## config.mk

```make
export PLATFORM = sky130hd
export DESIGN_NAME = serial_word_tx
export DESIGN_NICKNAME = d
export VERILOG_FILES = /design/src/rtl/serial_link_pkg.sv /design/src/rtl/bit_period_timer.sv /design/src/rtl/serial_word_tx.sv
export SDC_FILE = /design/constraint.sdc
export NUM_CORES = 1
export LEC_CHECK = 0
export BUFFER_PORTS_ARGS = -buffer_cell sky130_fd_sc_hd__buf_2
export CAP_MARGIN = 20
export CORE_MARGIN = 4
export CORE_UTILIZATION = 40
export DETAILED_ROUTE_END_ITERATION = 10
export PLACE_DENSITY = 0.59
export REMOVE_ABC_BUFFERS = 1
export SYNTH_ARGS = -nofsm -noshare
export SYNTH_HDL_FRONTEND = slang
export SYNTH_HIERARCHICAL = 1
export SYNTH_SLANG_ARGS = --single-unit
```

## constraint.sdc

```tcl
create_clock -name i_Clock -period 2.7 [get_ports i_Clock]
set_input_delay 0.54 -clock i_Clock [delete_from_list [all_inputs] [get_ports i_Clock]]
set_output_delay 0.54 -clock i_Clock [all_outputs]
set_load 0.02 [all_outputs]
```

## src/rtl/serial_link_pkg.sv

```systemverilog
// Shared types and helpers for the serial test link (transmitter and receiver).
package serial_link_pkg;

  typedef enum logic [1:0] {
    TX_IDLE,
    TX_SHIFT,
    TX_PARITY,
    TX_GAP
  } tx_state_t;

  // Bit period shared by both ends of the link unless a side overrides it.
  localparam int DEFAULT_CLKS_PER_BIT = 1;

  // Widest word the parity helper accepts; narrower words are zero-extended.
  localparam int PARITY_MAX_W = 32;

  // Even parity: the appended bit makes the total count of ones even.
  function automatic logic even_parity(input logic [PARITY_MAX_W-1:0] word);
    return ^word;
  endfunction

endpackage

```

## src/rtl/bit_period_timer.sv

```systemverilog
// Bit-period timer: counts 0..CLKS_PER_BIT-1 while running and pulses o_Tick
// on the last clock of each period. Holds at 0 whenever i_Run is low, so every
// run starts with a full period. Shared by the serial transmitter and receiver.
module bit_period_timer
  import serial_link_pkg::*;
#(
  parameter int CLKS_PER_BIT = DEFAULT_CLKS_PER_BIT
) (
  input  logic i_Clock,
  input  logic i_Reset_n,
  input  logic i_Run,
  output logic o_Tick
);

  localparam int               CNT_W    = $clog2(CLKS_PER_BIT) + 1;
  localparam logic [CNT_W-1:0] CNT_LAST = CNT_W'(CLKS_PER_BIT - 1);

  logic [CNT_W-1:0] count;

  assign o_Tick = i_Run && (count == CNT_LAST);

  // Period counter: restart after each tick or whenever the timer is stopped.
  always_ff @(posedge i_Clock or negedge i_Reset_n) begin
    if (!i_Reset_n) begin
      count <= '0;
    end else if (!i_Run || o_Tick) begin
      count <= '0;
    end else begin
      count <= count + 1'b1;
    end
  end

endmodule

```

## src/rtl/serial_word_tx.sv

```systemverilog
// Parallel-to-serial word transmitter with valid/ready intake, per-bit strobe,
// frame marker and end-of-frame pulse. One word in flight, no buffering.
// Optional feature: define SERIAL_WORD_TX_PARITY_EN to append an even-parity
// bit after the data bits (o_Done then moves to the parity bit's strobe).
module serial_word_tx
  import serial_link_pkg::*;
#(
  parameter int WIDTH        = 4,
  parameter int CLKS_PER_BIT = DEFAULT_CLKS_PER_BIT,
  parameter int GAP_CYCLES   = 2,
  parameter int LSB_FIRST    = 0
) (
  input  logic             i_Clock,
  input  logic             i_Reset_n,
  input  logic [WIDTH-1:0] i_Data,
  input  logic             i_Valid,
  output logic             o_Ready,
  output logic             o_SerialData,
  output logic             o_BitStrobe,
  output logic             o_Frame,
  output logic             o_Done
);

  localparam int               BIT_W    = $clog2(WIDTH) + 1;
  localparam int               GAP_W    = $clog2(GAP_CYCLES + 1) + 1;
  localparam logic [BIT_W-1:0] BIT_LAST = BIT_W'(WIDTH - 1);
  localparam logic [GAP_W-1:0] GAP_LAST = GAP_W'((GAP_CYCLES > 0) ? GAP_CYCLES - 1 : 0);

  tx_state_t        state, state_next;
  logic [BIT_W-1:0] bit_cnt;
  logic [GAP_W-1:0] gap_cnt;
  logic [WIDTH-1:0] shreg;
  logic             tick;
  logic             run;
  logic             handshake;
  logic             last_data_bit;
  logic             cur_bit;
`ifdef SERIAL_WORD_TX_PARITY_EN
  logic             parity_bit;
`endif

  assign o_Ready       = (state == TX_IDLE);
  assign handshake     = i_Valid && o_Ready;
  assign run           = (state == TX_SHIFT) || (state == TX_PARITY);
  assign o_Frame       = run;
  assign o_BitStrobe   = tick;
  assign cur_bit       = (LSB_FIRST != 0) ? shreg[0] : shreg[WIDTH-1];
  assign last_data_bit = (state == TX_SHIFT) && tick && (bit_cnt == BIT_LAST);

`ifdef SERIAL_WORD_TX_PARITY_EN
  assign o_SerialData = (state == TX_PARITY) ? parity_bit :
                        (state == TX_SHIFT)  ? cur_bit    : 1'b0;
  assign o_Done       = (state == TX_PARITY) && tick;
`else
  assign o_SerialData = (state == TX_SHIFT) ? cur_bit : 1'b0;
  assign o_Done       = last_data_bit;
`endif

  bit_period_timer #(
    .CLKS_PER_BIT(CLKS_PER_BIT)
  ) u_timer (
    .i_Clock  (i_Clock),
    .i_Reset_n(i_Reset_n),
    .i_Run    (run),
    .o_Tick   (tick)
  );

  // State register.
  always_ff @(posedge i_Clock or negedge i_Reset_n) begin
    if (!i_Reset_n) begin
      state <= TX_IDLE;
    end else begin
      state <= state_next;
    end
  end

  // Next-state: frame bits, optional parity bit, then optional idle gap.
  always_comb begin
    state_next = state;
    case (state)
      TX_IDLE: begin
        if (handshake) state_next = TX_SHIFT;
      end
      TX_SHIFT: begin
        if (last_data_bit) begin
`ifdef SERIAL_WORD_TX_PARITY_EN
          state_next = TX_PARITY;
`else
          if (GAP_CYCLES == 0) state_next = TX_IDLE;
          else                 state_next = TX_GAP;
`endif
        end
      end
      TX_PARITY: begin
`ifdef SERIAL_WORD_TX_PARITY_EN
        if (tick) begin
          if (GAP_CYCLES == 0) state_next = TX_IDLE;
          else                 state_next = TX_GAP;
        end
`else
        state_next = TX_IDLE;
`endif
      end
      TX_GAP: begin
        if (gap_cnt == GAP_LAST) state_next = TX_IDLE;
      end
      default: state_next = TX_IDLE;
    endcase
  end

  // Shift register and bit counter: load on handshake, advance on each bit strobe.
  always_ff @(posedge i_Clock or negedge i_Reset_n) begin
    if (!i_Reset_n) begin
      shreg   <= '0;
      bit_cnt <= '0;
    end else if (handshake) begin
      shreg   <= i_Data;
      bit_cnt <= '0;
    end else if ((state == TX_SHIFT) && tick) begin
      shreg   <= (LSB_FIRST != 0) ? (shreg >> 1) : (shreg << 1);
      bit_cnt <= (bit_cnt == BIT_LAST) ? '0 : bit_cnt + 1'b1;
    end
  end

`ifdef SERIAL_WORD_TX_PARITY_EN
  // Parity is taken from the word as accepted, so later i_Data changes cannot leak in.
  always_ff @(posedge i_Clock or negedge i_Reset_n) begin
    if (!i_Reset_n) begin
      parity_bit <= 1'b0;
    end else if (handshake) begin
      parity_bit <= even_parity(PARITY_MAX_W'(i_Data));
    end
  end
`endif

  // Gap counter: runs only in the gap state, cleared everywhere else.
  always_ff @(posedge i_Clock or negedge i_Reset_n) begin
    if (!i_Reset_n) begin
      gap_cnt <= '0;
    end else if (state == TX_GAP) begin
      gap_cnt <= (gap_cnt == GAP_LAST) ? '0 : gap_cnt + 1'b1;
    end else begin
      gap_cnt <= '0;
    end
  end

endmodule

```

==> flow_summary.ini, run 1 <==
[cts]
ctsResizeCount = 0
postCtsSetupRepairBufs = 0
ctsHtreeMaxLevel = 1
cts_buffer_depth = 2
cts_tree = yes
cts_sinks = 13
cts_buffers = 3
cts-root-buf = clkbuf_4
hold_buffers = 0
clock_latency_ps = 280
clk_pin_slew_ps = 90

[worst_setup_path]
crit_slowest_cell = dfrtp_1
cp_top_family = simple AND/OR/NAND/NOR gates
crit_buf_inv = 2
setup.worst_path.end_class = output pin
cp.required_ps = 2160
cp_max_fo = 9
crit_chain = inv_1, ha_1, nor2b_4, nand2_2, nor2b_1, buf_2
crit_type = flip-flop to output pin
slowest_delay_ps = 410
crit_arrival_ps = 1690
worst-path-stages = 6
worst_r2r_path_depth = 6
start_kind = flip-flop

[synth]
synth_common_cells = dfrtp_1 (13), a21oi_1 (6), ha_1 (5), nor2_1 (5), nand2_1 (4)
synthCells = 62
yosysTopAreaCell = dfrtp_1
yosysMostFrequentCell = dfrtp_1
ys_ff_latch = 13
avgSynthCellArea_sq_um = 10.9
synth.top_cell.area_share_pct = 48.1
synth-async-reset-ratio_pct = 100
synth_area_leaders = dfrtp_1 (48%), ha_1 (9.2%), a21oi_1 (4.4%)
yosysSeqAreaShare_pct = 48.1
synth_cell_types = 26
syn_area_sq_um = 677
yosysWarningCount = 6
synth_flop_cell = dfrtp_1
synth-edff-count = 0

[cells_and_area]
drive_gt1_share_pct = 26.0
area_growth_pct = 15.0
num_antenna_cells = 0
final_cells = 93
nets = 90

[drt]
firstDrtPassIters = 4
via_per_inst = 4.95
drt.antenna.violating_nets = 0
drc = 0
drtIter0Drc = 6
routed_wl_mm = 1.16
via_count = 460
wire_per_inst_um = 12.5

[global_routing]
grt_pass1_vias = 435
antenna_found_initial = 0
grt_usage_pct = 11.0
overflow = 0
grt_pass1_wl_mm = 1.99
grt_max_degree = 14

[placed_design]
portBuffers = 11
gp_congestion = 0.749
dp_hpwl_um = 861
placed_cells = 89

[power_and_ir_drop]
power_density_mw_per_mm2 = 1060
power_frac_seq_pct = 36.7
p_int_mw = 0.495
switching_share_pct = 40.2
p_switching_mw = 0.332
leakagePower_nw = 0.403
combPwrFrac_pct = 48.6
vdd.ir_drop.worst_mv = 0.518
clockPowerShare_pct = 14.7

[die]
dieArea_sq_mm = 0.00241
start_util_pct = 43.4
core-area_sq_mm = 0.00156
die_x_um = 49.1
die_height_um = 49.1
io_pins = 12
rows = 14

[timing]
finalHoldViolCount = 0
rsz0062_at_grt = false
maxSlewViolCount = 0
setup_tns_ps = 0
setup_violations = 0
fin_crit_sh_pct = 82.5
fin_skew_ps = 9.90
fin_crit_ps = 2230
fmax_ghz = 0.449

[min_path]
min_path_type = input port to asynchronous set/reset pin

[flow_run]
cap_viol_max_count = 0

[run_status]
status = completed
cell families (layout without fill, tap and decap cells):
group                    after synthesis  count (layout)  share of synthesized area [%]
multiplexers                           4               4                           6.65
other                                  1               1                          0.554
AO/OA/AOI/OAI                         12              12                           11.5
adder cells (fa/ha/maj)                5               5                           9.24
buffers and inverters                  2              17                           1.11
AND/OR/NAND/NOR                       24              24                           21.6
flip-flops                            13              13                           48.1
XOR/XNOR                               1               1                           1.29
flip-flops by register name (all words and copies together) (netlist names):
register / flops
bit_cnt: 3
gap_cnt: 3
shreg: 4
state: 2
u_timer/count: 1
layout make-up:
class	count	area, sq um
timing repair buffer	11	55.1
fill	152	781
clock buffer	4	26.3
multi-input combinational	47	344
sequential	13	325
tap	16	20.0
inverter	2	7.51
worst paths after layout:
path	start	endpoint	slack, ps
setup reg to reg	state[0]$_DFFE_PN0P_	state[1]$_DFFE_PN0P_	1100
min in group i_Clock	i_Valid	bit_cnt[1]$_DFFE_PN0P_	480
hold reg to reg	shreg[0]$_DFFE_PN0P_	shreg[0]$_DFFE_PN0P_	520
max in group asynchronous	i_Reset_n	gap_cnt[2]$_DFF_PN0_	2340
setup / recovery	state[0]$_DFFE_PN0P_	o_Done	470
hold / removal	i_Reset_n	state[1]$_DFFE_PN0P_	120
per-stage QoR:
stage               area (sq um)  worst slack (ps)  total power, mW  hold WS, ps  utilization (%)
global placement             752               837            0.707          443             48.2
finish                       778               472            0.827          125             49.9
CTS                          778               468            0.838          135             49.9
floorplan                    677               554            0.615          244                -
detailed placement           752               773            0.712          440             48.2
global route                 778               310            0.900          129             49.9
power groups by stage:
| stage | clock network [mW] | logic, mW | registers, mW |
|---|---|---|---|
| CTS | 0.126 | 0.408 | 0.304 |
| floorplan | 0 | 0.319 | 0.296 |
| detailed placement | 0 | 0.404 | 0.308 |
| finish | 0.122 | 0.402 | 0.304 |
| global placement | 0 | 0.402 | 0.305 |
| global route | 0.140 | 0.449 | 0.311 |
per-layer routing:
| layer | vias to the layer above | global-route usage, % | routed length, um |
|---|---|---|---|
| met5 | - | 0 | 0 |
| met4 | 0 | 5.69 | 18 |
| met3 | 2 | 4.89 | 57 |
| met2 | 8 | 15.8 | 528 |
| met1 | 210 | 13.7 | 553 |
| li1 | 240 | - | - |
layout by cell type (no fill, tap or decap), drive strengths merged, types with 2 or more instances in the layout:
cell type / count
a21oi: 6
a22oi: 2
and2: 2
buf: 11
clkbuf: 4
dfrtp: 13
ha: 5
inv: 2
mux2i: 3
nand2: 5
nand2b: 2
nand3: 3
nor2: 5
nor2b: 3
No activity file was read; power rests on OpenSTA's default activity.
==> run 2: changes to the inputs <==
- PLACE_DENSITY: 0.59 -> 0.62
- clock period: 2.7 -> 1.9 ns (I/O delays scaled with it)
==> run 2 against run 1 <==
Effect of this change: total power rose by 55%; register-to-register slack worse by 710 ps; critical path depth unchanged; clock-buffer cell count stayed put; sequential share of layout area is 3.1 points lower; final area rose by 8.0%; sequential power is 40% higher; worst setup slack worse by 400 ps; non-clock buffer count increased by 6; global-route usage rose by 0.34 points; combinational power grew 71%.
==> flow_summary.ini, run 2 (synthesis gave the netlist of run 1 again) <==
[run_status]
status = completed

[cts]
ctsHtreeMaxLevel = 1
clk_pin_slew_ps = 80
cts_sinks = 13
cts_buffers = 3
cts_buffer_depth = 2
cts_tree = yes
cts-root-buf = clkbuf_4
clock_latency_ps = 270

[cells_and_area]
drive_gt1_share_pct = 33.7
final_cell_mix = dfrtp_1 (13), buf_2 (10), a21oi_1 (6), buf_4 (6), nor2_1 (5)
final_cells = 99
num_antenna_cells = 0
reg.largest.list = shreg (4), bit_cnt (3), gap_cnt (3)
final_common_cell = dfrtp_1
nets = 96
largest-register = shreg
area_growth_pct = 24.2
largest_register_ffs = 4

[flow_run]
cap_viol_max_count = 0

[worst_setup_path]
slowest_delay_ps = 370
start_kind = flip-flop
cp_max_fo = 4
cp.required_ps = 1520
crit_buf_inv = 2
crit_slowest_cell = dfrtp_1
crit_chain = inv_2, ha_4, nor2b_4, nand2_2, nor2b_1, buf_4
setup.worst_path.end_class = output pin
cp_top_family = flip-flops
crit_type = flip-flop to output pin
crit_arrival_ps = 1450

[drt]
firstDrtPassIters = 3
drc = 0
via_per_inst = 4.83
drt.antenna.violating_nets = 0
drtIter0Drc = 10
via_count = 478
wire_per_inst_um = 12.0
routed_wl_mm = 1.18

[die]
start_util_pct = 43.4
die_height_um = 49.1
io_pins = 12
die_x_um = 49.1
core-area_sq_mm = 0.00156
rows = 14
dieArea_sq_mm = 0.00241

[placed_design]
portBuffers = 11
dp_hpwl_um = 857
placed_cells = 90
gp_congestion = 0.762

[power_and_ir_drop]
p_switching_mw = 0.495
leakagePower_nw = 0.430
p_int_mw = 0.785
clockPowerShare_pct = 13.1
finalPower_mw = 1.28
vdd.ir_drop.worst_mv = 0.566
power_frac_seq_pct = 33.2
combPwrFrac_pct = 53.8
switching_share_pct = 38.7
power_density_mw_per_mm2 = 1520

[global_routing]
grt_pass1_wl_mm = 2.10
overflow = 0
grt_pass1_vias = 468
grt_max_degree = 14
grt_usage_pct = 11.3
antenna_found_initial = 0

[timing]
rsz0062_at_grt = true
setup_tns_ps = 0
holdWs_ps = 332
finalHoldViolCount = 0
fin_skew_ps = 0.512
setup_violations = 0
fin_crit_sh_pct = 96.3
fin_crit_ps = 1830
maxSlewViolCount = 0
fmax_ghz = 0.546

[min_path]
min_path_type = input port to flip-flop
## run 2: worst paths after layout
check                                startpoint                     end  slack, ps  cells past startpoint
hold reg to reg            shreg[0]$_DFFE_PN0P_    shreg[0]$_DFFE_PN0P_        520                      2
hold / removal                          i_Valid  bit_cnt[1]$_DFFE_PN0P_        330                      2
setup / recovery           state[1]$_DFFE_PN0P_                  o_Done         70                      6
min in group asynchronous             i_Reset_n    gap_cnt[1]$_DFF_PN0_        520                      2
max in group asynchronous             i_Reset_n  bit_cnt[1]$_DFFE_PN0P_       1160                      2
setup reg to reg           state[1]$_DFFE_PN0P_  bit_cnt[0]$_DFFE_PN0P_        390                      8
## run 2: metal layers
layer / global-route usage, % / routed length [um] / up-vias
li1: - / - / 253
met1: 15.3 / 598 / 218
met2: 16.1 / 547 / 7
met3: 3.06 / 37 / 0
met4: 6.64 / 0 / 0
met5: 0 / 0 / -
## run 2: per-stage QoR
stage | util [%] | setup WS (ps) | cell area [sq um]
6_report | 53.9 | 69.5 | 841
5_1_grt | 53.9 | -28.4 | 841
4_1_cts | 52.0 | 1.48 | 811
3_5_place_dp | 48.7 | 270 | 759
3_3_place_gp | 48.7 | 296 | 759
2_1_floorplan | - | -86.4 | 677
## run 2: area by class of cell
type                    count  area, sq um
fillers                   148          718
multi-input cells          47          357
flip-flops and latches     13          325
repair buffers             17          105
clock buffers               4         26.3
well taps                  16         20.0
inverters                   2         7.51
## run 2: what timing repair did
item | in CTS | in global routing
gates resized for setup | 0 | 4
pin swaps | 0 | 1
hold buffers | 1 | 0
setup buffers | 2 | 2
setup endpoints to repair | 1 | 1
hold endpoints to repair | 13 | 0
## run 2: power groups by stage
stage / Sequential, mW / Combinational, mW / Clock [mW]
2_1_floorplan: 0.421 / 0.454 / 0
3_3_place_gp: 0.431 / 0.577 / 0
3_5_place_dp: 0.434 / 0.587 / 0
4_1_cts: 0.420 / 0.631 / 0.176
5_1_grt: 0.438 / 0.763 / 0.195
6_report: 0.425 / 0.688 / 0.167
## run 2: worst reg2reg max path, cell delays in order (launching register included)
cell and delay, ps:
dfrtp_1 370, inv_2 70, ha_4 260, nor2b_4 160
nand2_2 70, buf_4 170, nor3_1 180, a21oi_1 60
a21oi_1 110
==> run 3: changes to the inputs <==
- clock period: 1.9 -> 1.6 ns (I/O delays scaled with it)
==> run 3 against run 2 <==
Effect of this change: the flow now finishes with violations (setup timing); global-route usage increased by 1.2 points; worst setup slack worse by 230 ps; hold slack got worse by 59 ps; flip-flop and latch count did not move; combinational power increased by 36%; sequential power up 19%; first-iteration DRC count shrank 80%; sequential share of layout area is 1.5 points lower; die area did not move; clock-buffer cell count unchanged; critical path type unchanged; critical endpoint unchanged.
==> flow_summary.ini, run 3 (synthesis gave the netlist of run 1 again) <==
[die]
dieArea_sq_mm = 0.00241
rows = 14
io_pins = 12
die_height_um = 49.1
core-area_sq_mm = 0.00156
die_x_um = 49.1
start_util_pct = 43.4

[drt]
routed_wl_mm = 1.40
drtIter0Drc = 2
firstDrtPassIters = 4
drc = 0
via_count = 499
via_per_inst = 4.99
drt.antenna.violating_nets = 0
wire_per_inst_um = 14.0

[cells_and_area]
multi_input_area_sq_um = 372
area_growth_pct = 29.4
final_cells = 100
filler_cell_count = 142
final_area_sq_um = 876
largest_register_ffs = 4
final_cell_mix = dfrtp_1 (13), buf_2 (8), buf_4 (7)
largest-register = shreg
nets = 97
drive_gt1_share_pct = 36.9
reg.largest.list = shreg (4), bit_cnt (3), gap_cnt (3)
num_antenna_cells = 0
final_common_cell = dfrtp_1
regArea_sq_um = 325

[placed_design]
placed_cells = 91
place_area_sq_um = 767
portBuffers = 11
gp_congestion = 0.738
dp_hpwl_um = 942

[cts]
cts_buffer_depth = 2
cts-root-buf = clkbuf_4
cts_tree = yes
clk_pin_slew_ps = 80
cts_buffers = 3
ctsHtreeMaxLevel = 1
clock_latency_ps = 270
cts_sinks = 13

[run_status]
status = complete, but fails checks
violations = setup timing

[power_and_ir_drop]
leakagePower_nw = 0.439
vdd.ir_drop.worst_mv = 0.814
power_density_mw_per_mm2 = 1880

[global_routing]
grt_pass1_vias = 496
antenna_found_initial = 0
grt_usage_pct = 12.5
overflow = 0
grt_pass1_wl_mm = 2.28
grt_max_degree = 14

[worst_setup_path]
setup.worst_path.end_class = output pin
crit_arrival_ps = 1440
crit_type = flip-flop to output pin
cp_max_fo = 3
r2r_slack_ps = -30
start_kind = flip-flop
cp.required_ps = 1280

[timing]
holdWs_ps = 273
fin_crit_sh_pct = 110
fmax_ghz = 0.568
setup_ws_ps = -159
maxSlewViolCount = 0
finalHoldViolCount = 0
setup_violations = 4
rsz0062_at_grt = true
fin_crit_ps = 1760
fin_skew_ps = 3.05

[min_path]
min_path_type = input port to flip-flop

[flow_run]
cap_viol_max_count = 0
## run 3: path summary, 6_finish.rpt
kind,from,to,cells after the start
worst max register to register,state[1]$_DFFE_PN0P_,state[1]$_DFFE_PN0P_,7
worst min-delay path,i_Data[0],shreg[0]$_DFFE_PN0P_,3
worst max-delay path,state[1]$_DFFE_PN0P_,o_Done,6
worst min register to register,shreg[0]$_DFFE_PN0P_,shreg[0]$_DFFE_PN0P_,2
max in group asynchronous,i_Reset_n,bit_cnt[1]$_DFFE_PN0P_,2
min in group asynchronous,i_Reset_n,gap_cnt[1]$_DFF_PN0_,2
## run 3: per-layer routing
metal  GRT usage [%]  up-vias  wire length, um
met5               0        -                0
met4            5.69        0                9
met3            3.36        2               48
met2            20.8        7              726
met1            14.9      232              617
li1                -      258                -
## run 3: final cells by class
class | count | area share, %
flip-flops and latches | 13 | 37.1
inverters | 2 | 0.857
repair buffers | 18 | 14.3
clock buffers | 4 | 3.00
multi-input cells | 47 | 42.4
well taps | 16 | 2.29
## run 3: through the flow
stage,power (mW),worst slack (ps),TNS (ps),util (%)
6_report,1.64,-159,-296,56.2
5_1_grt,1.78,-251,-632,56.2
4_1_cts,1.56,-159,-317,54.0
3_5_place_dp,1.24,6.99,0,49.2
3_3_place_gp,1.22,63.6,0,49.2
2_1_floorplan,1.04,-326,-631,-
## run 3: worst max-delay path, cell delays in order (launching register included)
cell and delay, ps:
dfrtp_1 370, inv_2 70, ha_4 260, nor2b_4 170
nand2_2 60, nor2b_1 100, buf_4 140
## run 3: power breakdown
part / total [mW] / internal [mW] / switching (mW)
sequential: 0.505 / 0.437 / 0.0675
combinational: 0.937 / 0.472 / 0.465
clock: 0.201 / 0.0964 / 0.104
## run 3: what timing repair did
action                     CTS  global route
resized for setup            7             4
buffers inserted             2             2
setup endpoints to repair    6             5
pin swaps                    3             0
hold endpoints to repair    13             0
hold buffers                 1             0
